**src/rtl/mc_control_fsm.sv**
```systemverilog
// mc_control_fsm -- multicycle control sequencer for an RV32I subset
// (add, sub, and, or, slt, addi, andi, ori, slti, lw, sw, beq, bne, jal, lui).
//
// One state per cycle drives the PC/IR/register-file/memory enables and the
// datapath mux selects. Fetch and data access share a single memory port, so
// FETCH, MEMREAD and MEMWRITE stall until mem_ready.
//
// Ports:
//   clk, rst            clock (rising edge), asynchronous active-high reset
//   op, funct3, funct7_5  instruction fields IR[6:0], IR[14:12], IR[30]
//   zero                ALU zero flag (branch compare)
//   mem_ready           memory/peripheral access completes this cycle
//   pc_write, ir_write  PC load enable, IR/OldPC load enable
//   adr_src             memory address select: 0=PC, 1=ALUOut
//   mem_write, reg_write  store strobe, register-file write enable
//   result_src          00=ALUOut 01=Data 10=ALUResult 11=ImmExt
//   alu_src_a           00=PC 01=OldPC 10=A register
//   alu_src_b           00=WriteData 01=ImmExt 10=constant 4
//   alu_control         000 add, 001 sub, 010 and, 011 or, 101 slt
//   imm_src             000 I, 001 S, 010 B, 011 J, 100 U
//   illegal             one-cycle pulse in DECODE on an unsupported opcode
//   state               current state, for debug
module mc_control_fsm (
  input  logic       clk,
  input  logic       rst,
  input  logic [6:0] op,
  input  logic [2:0] funct3,
  input  logic       funct7_5,
  input  logic       zero,
  input  logic       mem_ready,
  output logic       pc_write,
  output logic       ir_write,
  output logic       adr_src,
  output logic       mem_write,
  output logic       reg_write,
  output logic [1:0] result_src,
  output logic [1:0] alu_src_a,
  output logic [1:0] alu_src_b,
  output logic [2:0] alu_control,
  output logic [2:0] imm_src,
  output logic       illegal,
  output logic [3:0] state
);

  typedef enum logic [3:0] {
    S_FETCH    = 4'd0,
    S_DECODE   = 4'd1,
    S_MEMADR   = 4'd2,
    S_MEMREAD  = 4'd3,
    S_MEMWB    = 4'd4,
    S_MEMWRITE = 4'd5,
    S_EXECR    = 4'd6,
    S_EXECI    = 4'd7,
    S_ALUWB    = 4'd8,
    S_BRANCH   = 4'd9,
    S_JAL      = 4'd10,
    S_LUI      = 4'd11
  } state_t;

  localparam logic [6:0] OP_LOAD   = 7'b0000011;
  localparam logic [6:0] OP_STORE  = 7'b0100011;
  localparam logic [6:0] OP_RTYPE  = 7'b0110011;
  localparam logic [6:0] OP_ITYPE  = 7'b0010011;
  localparam logic [6:0] OP_BRANCH = 7'b1100011;
  localparam logic [6:0] OP_JAL    = 7'b1101111;
  localparam logic [6:0] OP_LUI    = 7'b0110111;

  state_t state_reg;
  state_t state_next;

  always_ff @(posedge clk or posedge rst) begin
    if (rst) state_reg <= S_FETCH;
    else     state_reg <= state_next;
  end

  assign state = state_reg;

  // ALU operation from funct3; allow_sub is only set for R-type, since
  // IR[30] is part of the immediate for I-type arithmetic.
  function automatic logic [2:0] alu_decode(input logic [2:0] f3,
                                            input logic       allow_sub);
    logic [2:0] ctl;
    case (f3)
      3'b000:  ctl = allow_sub ? 3'b001 : 3'b000;
      3'b010:  ctl = 3'b101;
      3'b110:  ctl = 3'b011;
      3'b111:  ctl = 3'b010;
      default: ctl = 3'b000;
    endcase
    return ctl;
  endfunction

  // Immediate format follows the opcode in every state.
  always_comb begin
    case (op)
      OP_STORE:  imm_src = 3'b001;
      OP_BRANCH: imm_src = 3'b010;
      OP_JAL:    imm_src = 3'b011;
      OP_LUI:    imm_src = 3'b100;
      default:   imm_src = 3'b000;
    endcase
  end

  always_comb begin
    state_next  = state_reg;
    pc_write    = 1'b0;
    ir_write    = 1'b0;
    adr_src     = 1'b0;
    mem_write   = 1'b0;
    reg_write   = 1'b0;
    result_src  = 2'b00;
    alu_src_a   = 2'b00;
    alu_src_b   = 2'b00;
    alu_control = 3'b000;
    illegal     = 1'b0;

    case (state_reg)
      S_FETCH: begin
        // PC+4 goes straight from the ALU into the PC as the IR loads.
        alu_src_b  = 2'b10;
        result_src = 2'b10;
        ir_write   = mem_ready;
        pc_write   = mem_ready;
        if (mem_ready) state_next = S_DECODE;
      end
      S_DECODE: begin
        // Precompute OldPC+imm so BRANCH/JAL find their target in ALUOut.
        alu_src_a = 2'b01;
        alu_src_b = 2'b01;
        case (op)
          OP_LOAD, OP_STORE: state_next = S_MEMADR;
          OP_RTYPE:          state_next = S_EXECR;
          OP_ITYPE:          state_next = S_EXECI;
          OP_BRANCH:         state_next = S_BRANCH;
          OP_JAL:            state_next = S_JAL;
          OP_LUI:            state_next = S_LUI;
          default: begin
            illegal    = 1'b1;
            state_next = S_FETCH;
          end
        endcase
      end
      S_MEMADR: begin
        alu_src_a  = 2'b10;
        alu_src_b  = 2'b01;
        state_next = op[5] ? S_MEMWRITE : S_MEMREAD;
      end
      S_MEMREAD: begin
        adr_src = 1'b1;
        if (mem_ready) state_next = S_MEMWB;
      end
      S_MEMWB: begin
        result_src = 2'b01;
        reg_write  = 1'b1;
        state_next = S_FETCH;
      end
      S_MEMWRITE: begin
        // Strobe is held for the whole access, not just the completing cycle.
        adr_src   = 1'b1;
        mem_write = 1'b1;
        if (mem_ready) state_next = S_FETCH;
      end
      S_EXECR: begin
        alu_src_a   = 2'b10;
        alu_control = alu_decode(funct3, funct7_5);
        state_next  = S_ALUWB;
      end
      S_EXECI: begin
        alu_src_a   = 2'b10;
        alu_src_b   = 2'b01;
        alu_control = alu_decode(funct3, 1'b0);
        state_next  = S_ALUWB;
      end
      S_ALUWB: begin
        reg_write  = 1'b1;
        state_next = S_FETCH;
      end
      S_BRANCH: begin
        alu_src_a   = 2'b10;
        alu_control = 3'b001;
        case (funct3)
          3'b000:  pc_write = zero;
          3'b001:  pc_write = ~zero;
          default: pc_write = 1'b0;
        endcase
        state_next = S_FETCH;
      end
      S_JAL: begin
        // ALU forms OldPC+4 (link value) while the PC loads the target.
        alu_src_a  = 2'b01;
        alu_src_b  = 2'b10;
        pc_write   = 1'b1;
        state_next = S_ALUWB;
      end
      S_LUI: begin
        result_src = 2'b11;
        reg_write  = 1'b1;
        state_next = S_FETCH;
      end
      default: state_next = S_FETCH;
    endcase

    // Reset holds the register in FETCH; also suppress FETCH's mem_ready
    // driven enables so nothing is written while rst is high.
    if (rst) begin
      pc_write  = 1'b0;
      ir_write  = 1'b0;
      mem_write = 1'b0;
      reg_write = 1'b0;
      illegal   = 1'b0;
    end
  end

endmodule

```
**config.mk**
```make
export PLATFORM = sky130hd
export DESIGN_NAME = mc_control_fsm
export DESIGN_NICKNAME = d
export VERILOG_FILES = /design/src/rtl/mc_control_fsm.sv
export SDC_FILE = /design/constraint.sdc
export NUM_CORES = 1
export LEC_CHECK = 0
export ABC_AREA = 1
export BUFFER_PORTS_ARGS = -buffer_cell sky130_fd_sc_hd__buf_2
export CAP_MARGIN = 20
export CORE_UTILIZATION = 42
export DETAILED_ROUTE_END_ITERATION = 7
export GPL_TIMING_DRIVEN = 0
export MAX_ROUTING_LAYER = met4
export PLACE_DENSITY = 0.84
export SKIP_CTS_REPAIR_TIMING = 1
export SYNTH_ARGS = -nofsm -noshare
export SYNTH_HDL_FRONTEND = slang
export SYNTH_SLANG_ARGS = --single-unit
```
**constraint.sdc**
```tcl
create_clock -name clk -period 1.4 [get_ports clk]
set_input_delay 0 -clock clk [delete_from_list [all_inputs] [get_ports clk]]
set_output_delay 0 -clock clk [all_outputs]
set_load 0.02 [all_outputs]
```
==> results of run 1 <==
## final cells by class
class,instances,area (um2)
flip-flops and latches,4,105
clock buffers,3,22.5
multi-input cells,83,485
well taps,15,18.8
repair buffers,42,258
fillers,106,357
inverters,22,87.6
## worst min path at each step
stage / from / slack, ns / endpoint
after floorplan: rst / -0.22 / state[0]$_DFFE_PP0P_
after global placement: rst / -0.06 / state[3]$_DFFE_PP0P_
after detailed placement: rst / -0.06 / state[3]$_DFFE_PP0P_
after CTS: rst / -0.33 / state[3]$_DFFE_PP0P_
after global routing: mem_ready / 0.02 / state[1]$_DFFE_PP0P_
final: mem_ready / 0.007 / state[1]$_DFFE_PP0P_
## through the flow
stage | utilization | worst slack, ns
after floorplan | - | 0.0388
after global placement | 0.612 | 0.121
after detailed placement | 0.612 | 0.107
after CTS | 0.629 | -0.171
after global routing | 0.733 | -0.198
final | 0.733 | -0.120
## worst max-delay path, stage by stage (launching register included)
cell and delay [ns]:
sky130_fd_sc_hd__dfrtp_2 0.46, sky130_fd_sc_hd__inv_4 0.05, sky130_fd_sc_hd__nor2_4 0.11, sky130_fd_sc_hd__inv_2 0.07
sky130_fd_sc_hd__a21oi_2 0.14, sky130_fd_sc_hd__inv_2 0.10, sky130_fd_sc_hd__nor4_4 0.16, sky130_fd_sc_hd__buf_4 0.19
## power breakdown
group	total, uW	internal, uW	switching [uW]	leakage [uW]
combinational	901	353	548	0.000525
sequential	204	144	60.3	0.0000475
clock	157	96.8	60.7	0.0000138
## kinds of logic after synthesis
group           count (synthesis)  synth area share
simple gates                   71             0.562
buf+inv                        22             0.134
compound gates                 11             0.128
flops                           4             0.162
xor+xnor                        1            0.0142
## synthesized netlist by cell type
| master | n | area share |
|---|---|---|
| sky130_fd_sc_hd__nor2_2 | 1 | 0.010 |
| sky130_fd_sc_hd__o21ai_2 | 3 | 0.043 |
| sky130_fd_sc_hd__nor4_1 | 1 | 0.010 |
| sky130_fd_sc_hd__nor2_1 | 19 | 0.12 |
| sky130_fd_sc_hd__nand2_1 | 30 | 0.18 |
| sky130_fd_sc_hd__o21ai_0 | 2 | 0.016 |
| sky130_fd_sc_hd__xor2_1 | 1 | 0.014 |
| sky130_fd_sc_hd__nor3_2 | 1 | 0.016 |
| sky130_fd_sc_hd__nor4_2 | 1 | 0.020 |
| sky130_fd_sc_hd__nand3b_1 | 1 | 0.012 |
| sky130_fd_sc_hd__nand2_4 | 1 | 0.018 |
| sky130_fd_sc_hd__a31oi_1 | 1 | 0.010 |
| sky130_fd_sc_hd__nand3_1 | 8 | 0.065 |
| sky130_fd_sc_hd__clkinv_1 | 1 | 0.0061 |
| sky130_fd_sc_hd__nand3_2 | 1 | 0.016 |
| sky130_fd_sc_hd__dfrtp_1 | 4 | 0.16 |
| sky130_fd_sc_hd__nand2_2 | 4 | 0.041 |
| sky130_fd_sc_hd__inv_1 | 16 | 0.097 |
| sky130_fd_sc_hd__inv_2 | 5 | 0.030 |
| sky130_fd_sc_hd__o211ai_1 | 3 | 0.037 |
| sky130_fd_sc_hd__a21oi_1 | 1 | 0.0081 |
| sky130_fd_sc_hd__a21oi_2 | 1 | 0.014 |
| sky130_fd_sc_hd__nor2_4 | 3 | 0.055 |
## per-layer routing
metal,global-route usage,part of all wire,vias up
met5,-,0,-
met4,0.117,0.049,0
met3,0.0611,0.046,13
met2,0.409,0.49,38
met1,0.261,0.42,388
li1,-,-,433
## cell usage in the layout, fill, tap and decap left out, types with 2 or more instances in the layout
| cell | instances |
|---|---|
| sky130_fd_sc_hd__inv_1 | 14 |
| sky130_fd_sc_hd__buf_4 | 12 |
| sky130_fd_sc_hd__buf_6 | 2 |
| sky130_fd_sc_hd__nor2_1 | 16 |
| sky130_fd_sc_hd__nand3_1 | 7 |
| sky130_fd_sc_hd__nand2_4 | 2 |
| sky130_fd_sc_hd__o211ai_1 | 3 |
| sky130_fd_sc_hd__nor2_4 | 6 |
| sky130_fd_sc_hd__nand3_2 | 2 |
| sky130_fd_sc_hd__nand2_1 | 26 |
| sky130_fd_sc_hd__inv_2 | 6 |
| sky130_fd_sc_hd__nand2_2 | 7 |
| sky130_fd_sc_hd__dfrtp_2 | 4 |
| sky130_fd_sc_hd__buf_2 | 27 |
| sky130_fd_sc_hd__clkbuf_4 | 3 |
| sky130_fd_sc_hd__inv_4 | 2 |
| sky130_fd_sc_hd__o21ai_2 | 3 |
==> PnR_summary.wiki, run 1 <==
{| class="wikitable"
! Metric !! Value
|-
| Drt first pass iters || 4
|-
| Number of antenna-violating nets in the routed design || 0
|-
| Number of flip-flops in the largest register || 4
|-
| Number of warnings reported in the yosys synthesis log || 0
|-
| Placeable core region || 1330 um2
|-
| Routed via count || 872
|-
| Critical path required time || approximately 1.4 ns
|-
| Critical-path maximum fanout || 5
|-
| Pin slew with the least headroom to its limit || 0.238 ns
|-
| Setup crit end || alu_control[2]
|-
| Slew margin rel. || 0.840
|-
| Count of cell types in the netlist || 23
|-
| GR Overflow Total || 0
|-
| Worst r2r src || state[2]$_DFFE_PP0P_
|-
| Global placement routability congestion || 0.846
|-
| Worst Slack Setup Final || -0.120 ns
|-
| Width of the chip || 40.3 um
|-
| Unrepaired setup endpoints after global routing || true
|-
| Initial core utilization || 0.462
|-
| Vias per std cell || roughly 5.2
|-
| Share of layout cells above drive strength 1 || 0.519
|-
| Fin crit share || 1.09
|-
| Crit. End Element || primary output
|-
| Worst-case hold slack || 0.00674 ns
|-
| TritonCTS clock tree || done
|-
| First-pass GRT wire length || 2.54 mm
|-
| Reg2reg setup slack || 0 ns
|-
| Number of rows in the core area || 13
|-
| Count of buffers inserted at the top-level ports || 36
|-
| Residual DRC count || 0
|-
| Synth Register Bits || 4
|-
| Synthesized area || 617 um2
|-
| Number of diodes || 0
|-
| Violated checks || negative setup slack
|-
| Syn Inst Count || 109
|-
| Antenna violations before repair || 0
|-
| Clock sink total || 4
|-
| Number of placed instances, taps included || 160
|-
| Data arrival at the endpoint of the critical path || approximately 1.5 ns
|-
| Final critical delay including setup and external delays || 1.52 ns
|-
| Hold Crit Class || in -> reg
|-
| Max-capacitance violation count || 0
|-
| Final wirelength || roughly 2.1 mm
|-
| Share of synthesized area occupied by flip-flops and latches || 0.162
|-
| Setup TNS Final || -0.446 ns
|-
| Layout-stage area growth over the synthesis result || 58.4%
|-
| Clock-pin slew reported for the worst setup and hold paths after clock tree synthesis || 0.04 ns
|-
| Sum of internal, switching and leakage power || 1260 uW
|-
| Layout Nets || between 150 and 200
|-
| Hold Vio Cnt, Final || 0
|-
| Worst reg2reg path endpoint || state[0]$_DFFE_PP0P_
|-
| Tot GR Track Use || 0.242
|-
| Vertical extent of the die || 40.3 um
|-
| Die area || 1630 um2
|-
| Root buffer cell || sky130_fd_sc_hd__clkbuf_4
|-
| Maximum level of the CTS H-tree || 1
|-
| Largest net degree at the start of global routing || 8
|-
| Detailed-placement wirelength estimate || 1.40 mm
|-
| Worst hold path depth || 2
|-
| Avg WL per Cell || 12.4 um
|-
| Worst setup SP type || flop
|-
| Number of cells traversed by the worst register-to-register path || 8
|-
| Number of buffers on the longest clock path || 2
|-
| Vias in the first global route || 619
|-
| Maximum clock rate || between 600 and 700 MHz
|-
| Launch point of the critical path || state[2]$_DFFE_PP0P_
|-
| Clock Skews || 0.00731 ns
|-
| Net count of the mapped netlist || approximately 120
|-
| Area of placed instances || between 800 and 900 um2
|-
| Final setup violation count || 9
|-
| Count of placed standard cells in the final layout, fillers left out || 169
|-
| Leakage component of the power || 0.000586 uW
|-
| Status || finished with violations
|-
| Final design instance area without fill || between 900 and 1000 um2
|-
| Average footprint of a synthesized cell || 5.66 um2
|-
| Clk Latency, worst-skew pair || 0.25 ns
|-
| Number of ports placed on the die boundary || 37
|-
| Number of max-slew violations in the final report || 0
|-
| Clock buffers created by TritonCTS || 3
|-
| Initial DRC count || 23
|-
| Power Density || 1290 nW/um2
|-
| Max IR drop VDD || 817 uV
|-
| Critical setup path kind || reg -> out
|}
Power figures use the tool's default switching activity.
==> run 2: changes to the inputs <==
--- a/config.mk
+++ b/config.mk
@@ -5,10 +5,10 @@
 export SDC_FILE = /design/constraint.sdc
 export NUM_CORES = 1
 export LEC_CHECK = 0
-export ABC_AREA = 1
 export BUFFER_PORTS_ARGS = -buffer_cell sky130_fd_sc_hd__buf_2
 export CAP_MARGIN = 20
-export CORE_UTILIZATION = 42
+export CORE_MARGIN = 2
+export CORE_UTILIZATION = 46
 export DETAILED_ROUTE_END_ITERATION = 7
 export GPL_TIMING_DRIVEN = 0
 export MAX_ROUTING_LAYER = met4
==> run 2 against run 1 <==
Compared with the run above: the run still ends with negative setup slack left; critical path depth is 2 lower; total power is 35% lower; setup slack lost 0.043 ns; combinational power down 41%; critical endpoint is now reg_write.
==> PnR_summary.wiki, run 2 <==
{| class="wikitable"
! Metric !! Value
|-
| Synth Area in XOR/XNOR || 0.0320 (was 0.0142)
|-
| Number of placed instances, taps included || 163 (was 160)
|-
| Most common cell after layout, fill and taps aside || sky130_fd_sc_hd__buf_2 (unchanged)
|-
| Share of synthesized area occupied by flip-flops and latches || 0.122 (was 0.162)
|-
| Average footprint of a synthesized cell || 7.97 um2 (was 5.66 um2)
|-
| Cell type with the largest total area after synthesis || sky130_fd_sc_hd__dfrtp_1 (was sky130_fd_sc_hd__nand2_1)
|-
| Simple logic cell fraction of the synthesized area || 0.494 (was 0.562)
|-
| Number of diodes || 0 (unchanged)
|-
| Tot GR Track Use || 0.240 (was 0.242)
|-
| Share of layout cells above drive strength 1 || 0.539 (was 0.519)
|-
| Largest family of logic cells by synthesized area || simple AND/OR/NAND/NOR gates (unchanged)
|-
| Compound-Gate Fraction of Synth Area || 0.212 (was 0.128)
|-
| Synthesized area || 821 um2 (was 617 um2)
|-
| Number of buffers on the longest clock path || 2 (unchanged)
|-
| Syn Inst Count || 103 (was 109)
|-
| Initial DRC count || 19 (was 23)
|-
| Violated checks || negative setup slack (unchanged)
|-
| Count of placed standard cells in the final layout, fillers left out || 177 (was 169)
|-
| Multiplexer fraction of the synthesized cell area || 0.0259 (was 0)
|-
| Residual DRC count || 0 (unchanged)
|-
| Commonest register cell after synthesis || sky130_fd_sc_hd__dfrtp_1 (unchanged)
|-
| Critical setup path kind || reg -> out (unchanged)
|-
| Die area || 2140 um2 (was 1630 um2)
|-
| Layout-stage area growth over the synthesis result || 55.9% (was 58.4%)
|-
| Max IR drop VDD || 516 uV (was 817 uV)
|-
| Maximum level of the CTS H-tree || 1 (unchanged)
|-
| TritonCTS clock tree || done (unchanged)
|-
| Count of buffers inserted at the top-level ports || 35 (was 36)
|-
| Worst Slack Setup Final || -0.163 ns (was -0.120 ns)
|-
| Synth Register Bits || 4 (unchanged)
|-
| Power Density || 646 nW/um2 (was 1290 nW/um2)
|-
| Adder-cell share of the synthesized area || 0 (unchanged)
|-
| Antenna violations before repair || 0 (unchanged)
|-
| Unrepaired setup endpoints after global routing || true (unchanged)
|-
| Number of max-slew violations in the final report || 0 (unchanged)
|-
| First-pass GRT wire length || 3.64 mm (was 2.54 mm)
|-
| Post-synth ARST share || 1.00 (unchanged)
|-
| Net count of the mapped netlist || 118 (was 124)
|-
| Pin slew with the least headroom to its limit || 0.329 ns (was 0.238 ns)
|-
| Root buffer cell || sky130_fd_sc_hd__clkbuf_4 (unchanged)
|-
| Worst setup SP type || flop (unchanged)
|-
| GR Overflow Total || 0 (unchanged)
|-
| Fin crit share || 1.12 (was 1.09)
|-
| Critical-path maximum fanout || 9 (was 5)
|-
| Detailed-placement wirelength estimate || 1.72 mm (was 1.40 mm)
|-
| Final wirelength || 2.66 mm (was 2.10 mm)
|-
| Clock-pin slew reported for the worst setup and hold paths after clock tree synthesis || 0.05 ns (was 0.04 ns)
|-
| Clock Skews || 0.0216 ns (was 0.00731 ns)
|-
| Maximum clock rate || 640 MHz (was 658 MHz)
|-
| Layout Nets || 169 (was 171)
|-
| Final critical delay including setup and external delays || 1.56 ns (was 1.52 ns)
|-
| Most frequent cell after synthesis || sky130_fd_sc_hd__nor2_1 (was sky130_fd_sc_hd__nand2_1)
|-
| Hold Crit Class || in -> reg (unchanged)
|-
| Critical path required time || 1.40 ns (about the same)
|-
| Placeable core region || 1710 um2 (was 1330 um2)
|-
| Initial core utilization || 0.481 (was 0.462)
|-
| Status || finished with violations (unchanged)
|-
| Number of ports placed on the die boundary || 37 (unchanged)
|-
| Number of antenna-violating nets in the routed design || 0 (unchanged)
|-
| Top cells by area in the synthesized netlist || sky130_fd_sc_hd__dfrtp_1 (12%), sky130_fd_sc_hd__buf_6 (6.9%), sky130_fd_sc_hd__and4bb_1 (4.6%) (was sky130_fd_sc_hd__nand2_1 (18%), sky130_fd_sc_hd__dfrtp_1 (16%), sky130_fd_sc_hd__nor2_1 (12%))
|-
| Global placement routability congestion || 0.810 (was 0.846)
|-
| Top cell type's share of synthesized area || 0.122 (was 0.183)
|-
| Vias per std cell || 5.69 (was 5.16)
|-
| Number of flip-flops in the largest register || 4 (unchanged)
|-
| Clk Latency, worst-skew pair || 0.27 ns (was 0.25 ns)
|-
| Post-synth EDFFs || 0 (unchanged)
|-
| Leading cell types in the layout, fill and taps excluded || sky130_fd_sc_hd__buf_2 (22), sky130_fd_sc_hd__buf_4 (20), sky130_fd_sc_hd__buf_6 (9) (was sky130_fd_sc_hd__buf_2 (27), sky130_fd_sc_hd__nand2_1 (26), sky130_fd_sc_hd__nor2_1 (16))
|-
| Clock sink total || 4 (unchanged)
|-
| Width of the chip || 46.2 um (was 40.3 um)
|-
| Hold Vio Cnt, Final || 0 (unchanged)
|-
| Number of rows in the core area || 15 (was 13)
|-
| Drt first pass iters || 4 (unchanged)
|-
| Vertical extent of the die || 46.2 um (was 40.3 um)
|-
| Routed via count || 1008 (was 872)
|-
| End-of-flow core utilization || 0.749 (was 0.733)
|-
| Worst slack at placement || 0.0420 ns (was 0.107 ns)
|-
| Largest net degree at the start of global routing || 11 (was 8)
|-
| Crit. End Element || primary output (unchanged)
|-
| Final setup violation count || 13 (was 9)
|-
| Count of cell types in the netlist || 44 (was 23)
|-
| Max-capacitance violation count || 0 (unchanged)
|-
| Number of warnings reported in the yosys synthesis log || 0 (unchanged)
|-
| Leakage component of the power || 0.000588 uW (was 0.000586 uW)
|-
| Clock buffers created by TritonCTS || 3 (unchanged)
|-
| Slew margin rel. || 0.780 (was 0.840)
|-
| Vias in the first global route || 848 (was 619)
|-
| Avg WL per Cell || 15.0 um (was 12.4 um)
|-
| Data arrival at the endpoint of the critical path || 1.56 ns (was 1.52 ns)
|}
==> run 2: changes by cell type in the layout (fill, tap and decap cells not counted), sizes merged, moves of 4 or more <==
cell    before  now
a21oi        2    6
nand2b       0    7
nor3b        0    4
inv         22    2
nand3        9    2
nor2b        0    6
nor2        23    7
and3         0    4
nor3         1    6
nand2       35    6
buf         41   53
==> run 2: final cells by class <==
cell class,instances,area [um2]
plain buffers,8,103
flip-flops and latches,4,101
multi-input cells,89,711
fillers,130,428
inverters,2,7.51
well taps,25,31.3
repair buffers,46,304
clock buffers,3,22.5
==> run 2: metal layers <==
metal  share of wire  global-route usage  vias to the layer above  wire length (um)
li1                -                   -                      490                 -
met1            0.42               0.283                      467              1110
met2            0.50               0.386                       42              1330
met3           0.051              0.0431                        9               135
met4           0.030               0.120                        0                80
met5               0                   -                        -                 0
==> run 2: cell families (layout without fill, tap and decap cells) <==
group           after synthesis  after routing
simple gates                 61             61
compound gates               23             23
buf+inv                      10             59
flops                         4              4
xor+xnor                      3              3
mux                           2              2
==> run 2: final timing paths <==
| kind | slack [ns] | endpoint | from | depth (start not counted) |
|---|---|---|---|---|
| max in group asynchronous | 0.99 | state[1]$_DFFE_PP0P_ | rst | 3 |
| max | -0.16 | reg_write | state[0]$_DFFE_PP0P_ | 5 |
| min | 0.09 | state[0]$_DFFE_PP0P_ | op[2] | 4 |
| min reg2reg | 0.73 | state[0]$_DFFE_PP0P_ | state[3]$_DFFE_PP0P_ | 2 |
| max reg2reg | -0.03 | state[1]$_DFFE_PP0P_ | state[0]$_DFFE_PP0P_ | 6 |
| min in group asynchronous | 0.23 | state[0]$_DFFE_PP0P_ | rst | 3 |
==> run 2: where the power goes <==
part	internal (uW)	leakage (uW)	switching, uW
Combinational	263	0.000522	268
Sequential	123	0.0000528	6.10
Clock	97.3	0.0000138	69.2
Total	484	0.000588	343
==> run 2: critical path: stages, from the launching register on <==
cell	delay, ns
sky130_fd_sc_hd__dfrtp_1	0.39
sky130_fd_sc_hd__buf_6	0.14
sky130_fd_sc_hd__buf_8	0.13
sky130_fd_sc_hd__or3_4	0.37
sky130_fd_sc_hd__a21oi_2	0.12
sky130_fd_sc_hd__buf_4	0.14
==> run 2: metrics by stage <==
step	TNS [ns]	area, um2	total power [uW]	hold WS, ns
2_1_floorplan	0	850	417	-0.234
3_3_place_gp	0	1060	520	-0.0707
3_5_place_dp	0	1060	530	-0.0657
4_1_cts	-1.65	1080	688	-0.332
5_1_grt	-1.86	1280	866	0.118
6_report	-1.13	1280	826	0.0943
==> run 3: changes to the inputs <==
--- a/config.mk
+++ b/config.mk
@@ -9,10 +9,12 @@
 export CAP_MARGIN = 20
 export CORE_MARGIN = 2
 export CORE_UTILIZATION = 46
+export CTS_BUF_LIST = sky130_fd_sc_hd__clkbuf_16
+export CTS_CLUSTER_SIZE = 14
 export DETAILED_ROUTE_END_ITERATION = 7
 export GPL_TIMING_DRIVEN = 0
 export MAX_ROUTING_LAYER = met4
-export PLACE_DENSITY = 0.84
+export PLACE_DENSITY = 0.78
 export SKIP_CTS_REPAIR_TIMING = 1
 export SYNTH_ARGS = -nofsm -noshare
 export SYNTH_HDL_FRONTEND = slang
==> run 3 against run 2 <==
Compared with the run above: the flow still finishes with violations (negative setup slack); sequential power hardly changed; maximum frequency is 2.6% higher; die area unchanged; total power up 32%; core utilization rose by 1.3 points; critical path depth stayed put; cell count down 1.7%; first-iteration DRC count down 37%; combinational power is 4.0% lower; non-clock buffer count decreased by 3; critical path type unchanged.
==> PnR_summary.wiki, run 3 (same netlist as run 2, synthesis figures left out) <==
{| class="wikitable"
! Metric !! Value
|-
| Root buffer cell || sky130_fd_sc_hd__clkbuf_16 (was sky130_fd_sc_hd__clkbuf_4)
|-
| Power Density || 839 nW/um2 (was 646 nW/um2)
|-
| Multi-input gate area || 708 um2 (was 711 um2)
|-
| Final wirelength || 2.45 mm (was 2.66 mm)
|-
| Hold Crit Class || in -> reg (unchanged)
|-
| GR Overflow Total || 0 (unchanged)
|-
| Die area || 2140 um2 (unchanged)
|-
| Critical setup path kind || reg -> out (unchanged)
|-
| Worst Slack Setup Final || -0.124 ns (was -0.163 ns)
|-
| Detailed-placement wirelength estimate || 1.58 mm (was 1.72 mm)
|-
| Count of buffers inserted at the top-level ports || 35 (unchanged)
|-
| Register area || 101 um2 (unchanged)
|-
| Antenna violations before repair || 0 (unchanged)
|-
| Most common cell after layout, fill and taps aside || sky130_fd_sc_hd__buf_2 (unchanged)
|-
| Fin crit share || 1.09 (was 1.12)
|-
| Violated checks || negative setup slack (unchanged)
|-
| Number of buffers on the longest clock path || 2 (unchanged)
|-
| Number of rows in the core area || 15 (unchanged)
|-
| End-of-flow core utilization || 0.763 (was 0.749)
|-
| Drt first pass iters || 4 (unchanged)
|-
| Data arrival at the endpoint of the critical path || 1.52 ns (was 1.56 ns)
|-
| Number of diodes || 0 (unchanged)
|-
| Source of the worst hold timing path || op[4] (was op[2])
|-
| Final setup violation count || 10 (was 13)
|-
| Layout Nets || 166 (was 169)
|-
| Share of layout cells above drive strength 1 || 0.530 (was 0.539)
|-
| Fillers || 133 (was 130)
|-
| Number of max-slew violations in the final report || 0 (unchanged)
|-
| TritonCTS clock tree || done (unchanged)
|-
| Largest net degree at the start of global routing || 11 (unchanged)
|-
| Number of ports placed on the die boundary || 37 (unchanged)
|-
| Unrepaired setup endpoints after global routing || true (unchanged)
|-
| Slew margin rel. || 0.774 (was 0.780)
|-
| Hold Vio Cnt, Final || 0 (unchanged)
|-
| Worst hold path depth || 3 (was 4)
|-
| Residual DRC count || 0 (unchanged)
|-
| Vias per std cell || 5.53 (was 5.69)
|-
| Max-capacitance violation count || 0 (unchanged)
|-
| Final critical delay including setup and external delays || 1.52 ns (was 1.56 ns)
|-
| Leakage component of the power || 0.000594 uW (was 0.000588 uW)
|-
| Global placement routability congestion || 0.811 (was 0.810)
|-
| Routed via count || 963 (was 1008)
|-
| Leading cell types in the layout, fill and taps excluded || sky130_fd_sc_hd__buf_2 (24), sky130_fd_sc_hd__buf_4 (16), sky130_fd_sc_hd__buf_6 (7) (was sky130_fd_sc_hd__buf_2 (22), sky130_fd_sc_hd__buf_4 (20), sky130_fd_sc_hd__buf_6 (9))
|-
| Vias in the first global route || 771 (was 848)
|-
| Clock Skews || 0.00138 ns (was 0.0216 ns)
|-
| Critical path required time || 1.40 ns (about the same)
|-
| Clock-pin slew reported for the worst setup and hold paths after clock tree synthesis || 0.03 ns (was 0.05 ns)
|-
| Number of cells traversed by the worst register-to-register path || 6 (unchanged)
|-
| Vertical extent of the die || 46.2 um (unchanged)
|-
| Pin slew with the least headroom to its limit || 0.338 ns (was 0.329 ns)
|-
| Maximum level of the CTS H-tree || 1 (unchanged)
|-
| Initial core utilization || 0.481 (unchanged)
|-
| Sum of internal, switching and leakage power || 1090 uW (was 826 uW)
|-
| Launch point of the critical path || state[0]$_DFFE_PP0P_ (unchanged)
|-
| Clk Latency, worst-skew pair || 0.23 ns (was 0.27 ns)
|-
| Clock buffers created by TritonCTS || 3 (unchanged)
|-
| Clock sink total || 4 (unchanged)
|-
| First-pass GRT wire length || 3.35 mm (was 3.64 mm)
|-
| Max IR drop VDD || 1400 uV (was 516 uV)
|-
| Worst r2r src || state[2]$_DFFE_PP0P_ (was state[0]$_DFFE_PP0P_)
|-
| Tot GR Track Use || 0.222 (was 0.240)
|-
| Crit. End Element || primary output (unchanged)
|-
| Number of flip-flops in the largest register || 4 (unchanged)
|-
| Worst slack at placement || 0.0356 ns (was 0.0420 ns)
|-
| Worst setup SP type || flop (unchanged)
|-
| Placeable core region || 1710 um2 (unchanged)
|-
| Status || finished with violations (unchanged)
|-
| Initial DRC count || 12 (was 19)
|-
| Avg WL per Cell || 14.1 um (was 15.0 um)
|-
| Layout-stage area growth over the synthesis result || 58.7% (was 55.9%)
|-
| Width of the chip || 46.2 um (unchanged)
|-
| Critical-path maximum fanout || 10 (was 9)
|-
| Maximum clock rate || 656 MHz (was 640 MHz)
|-
| Number of antenna-violating nets in the routed design || 0 (unchanged)
|}
-- run 3: routing by layer --
layer  share of wire  global-route usage
met2            0.47               0.344
met4          0.0069              0.0800
met5               0                   -
met1            0.47               0.287
met3           0.050              0.0353
-- run 3: area by class of cell --
class                           instances  area share
Clock buffer                            3      0.0576
Timing Repair Buffer                   43       0.212
Sequential cell                         4      0.0778
Tap cell                               25      0.0240
Multi-Input combinational cell         89       0.544
Buffer                                  8      0.0788
Inverter                                2     0.00576
-- run 3: critical path, cell delays in order, from the launching register on --
cell and delay [ns]:
sky130_fd_sc_hd__dfrtp_1 0.38, sky130_fd_sc_hd__buf_6 0.15, sky130_fd_sc_hd__buf_8 0.13, sky130_fd_sc_hd__or3_4 0.37
sky130_fd_sc_hd__a21oi_2 0.12, sky130_fd_sc_hd__buf_4 0.14
-- run 3: final timing paths --
path	slack, ns	endpoint
worst max-delay path	-0.12	reg_write
worst min-delay path	0.13	state[2]$_DFFE_PP0P_
worst max register to register	-0.08	state[0]$_DFFE_PP0P_
worst min register to register	0.71	state[3]$_DFFE_PP0P_
max in group asynchronous	0.95	state[3]$_DFFE_PP0P_
min in group asynchronous	0.28	state[1]$_DFFE_PP0P_
-- run 3: per-stage QoR --
stage	hold WS [ns]	TNS [ns]	instances	instance area, um2
floorplan	-0.234	0	103	850
global placement	-0.0707	0	163	1060
detailed placement	-0.0677	0	163	1060
CTS	-0.297	-1.28	166	1130
global route	0.148	-1.33	174	1300
finish	0.126	-0.706	174	1300
-- run 3: where the power goes --
part	leakage (uW)	switching, uW	internal [uW]
Sequential	0.0000528	6.16	124
Clock	0.0000370	87.7	366
Combinational	0.000504	260	249
Total	0.000594	354	739
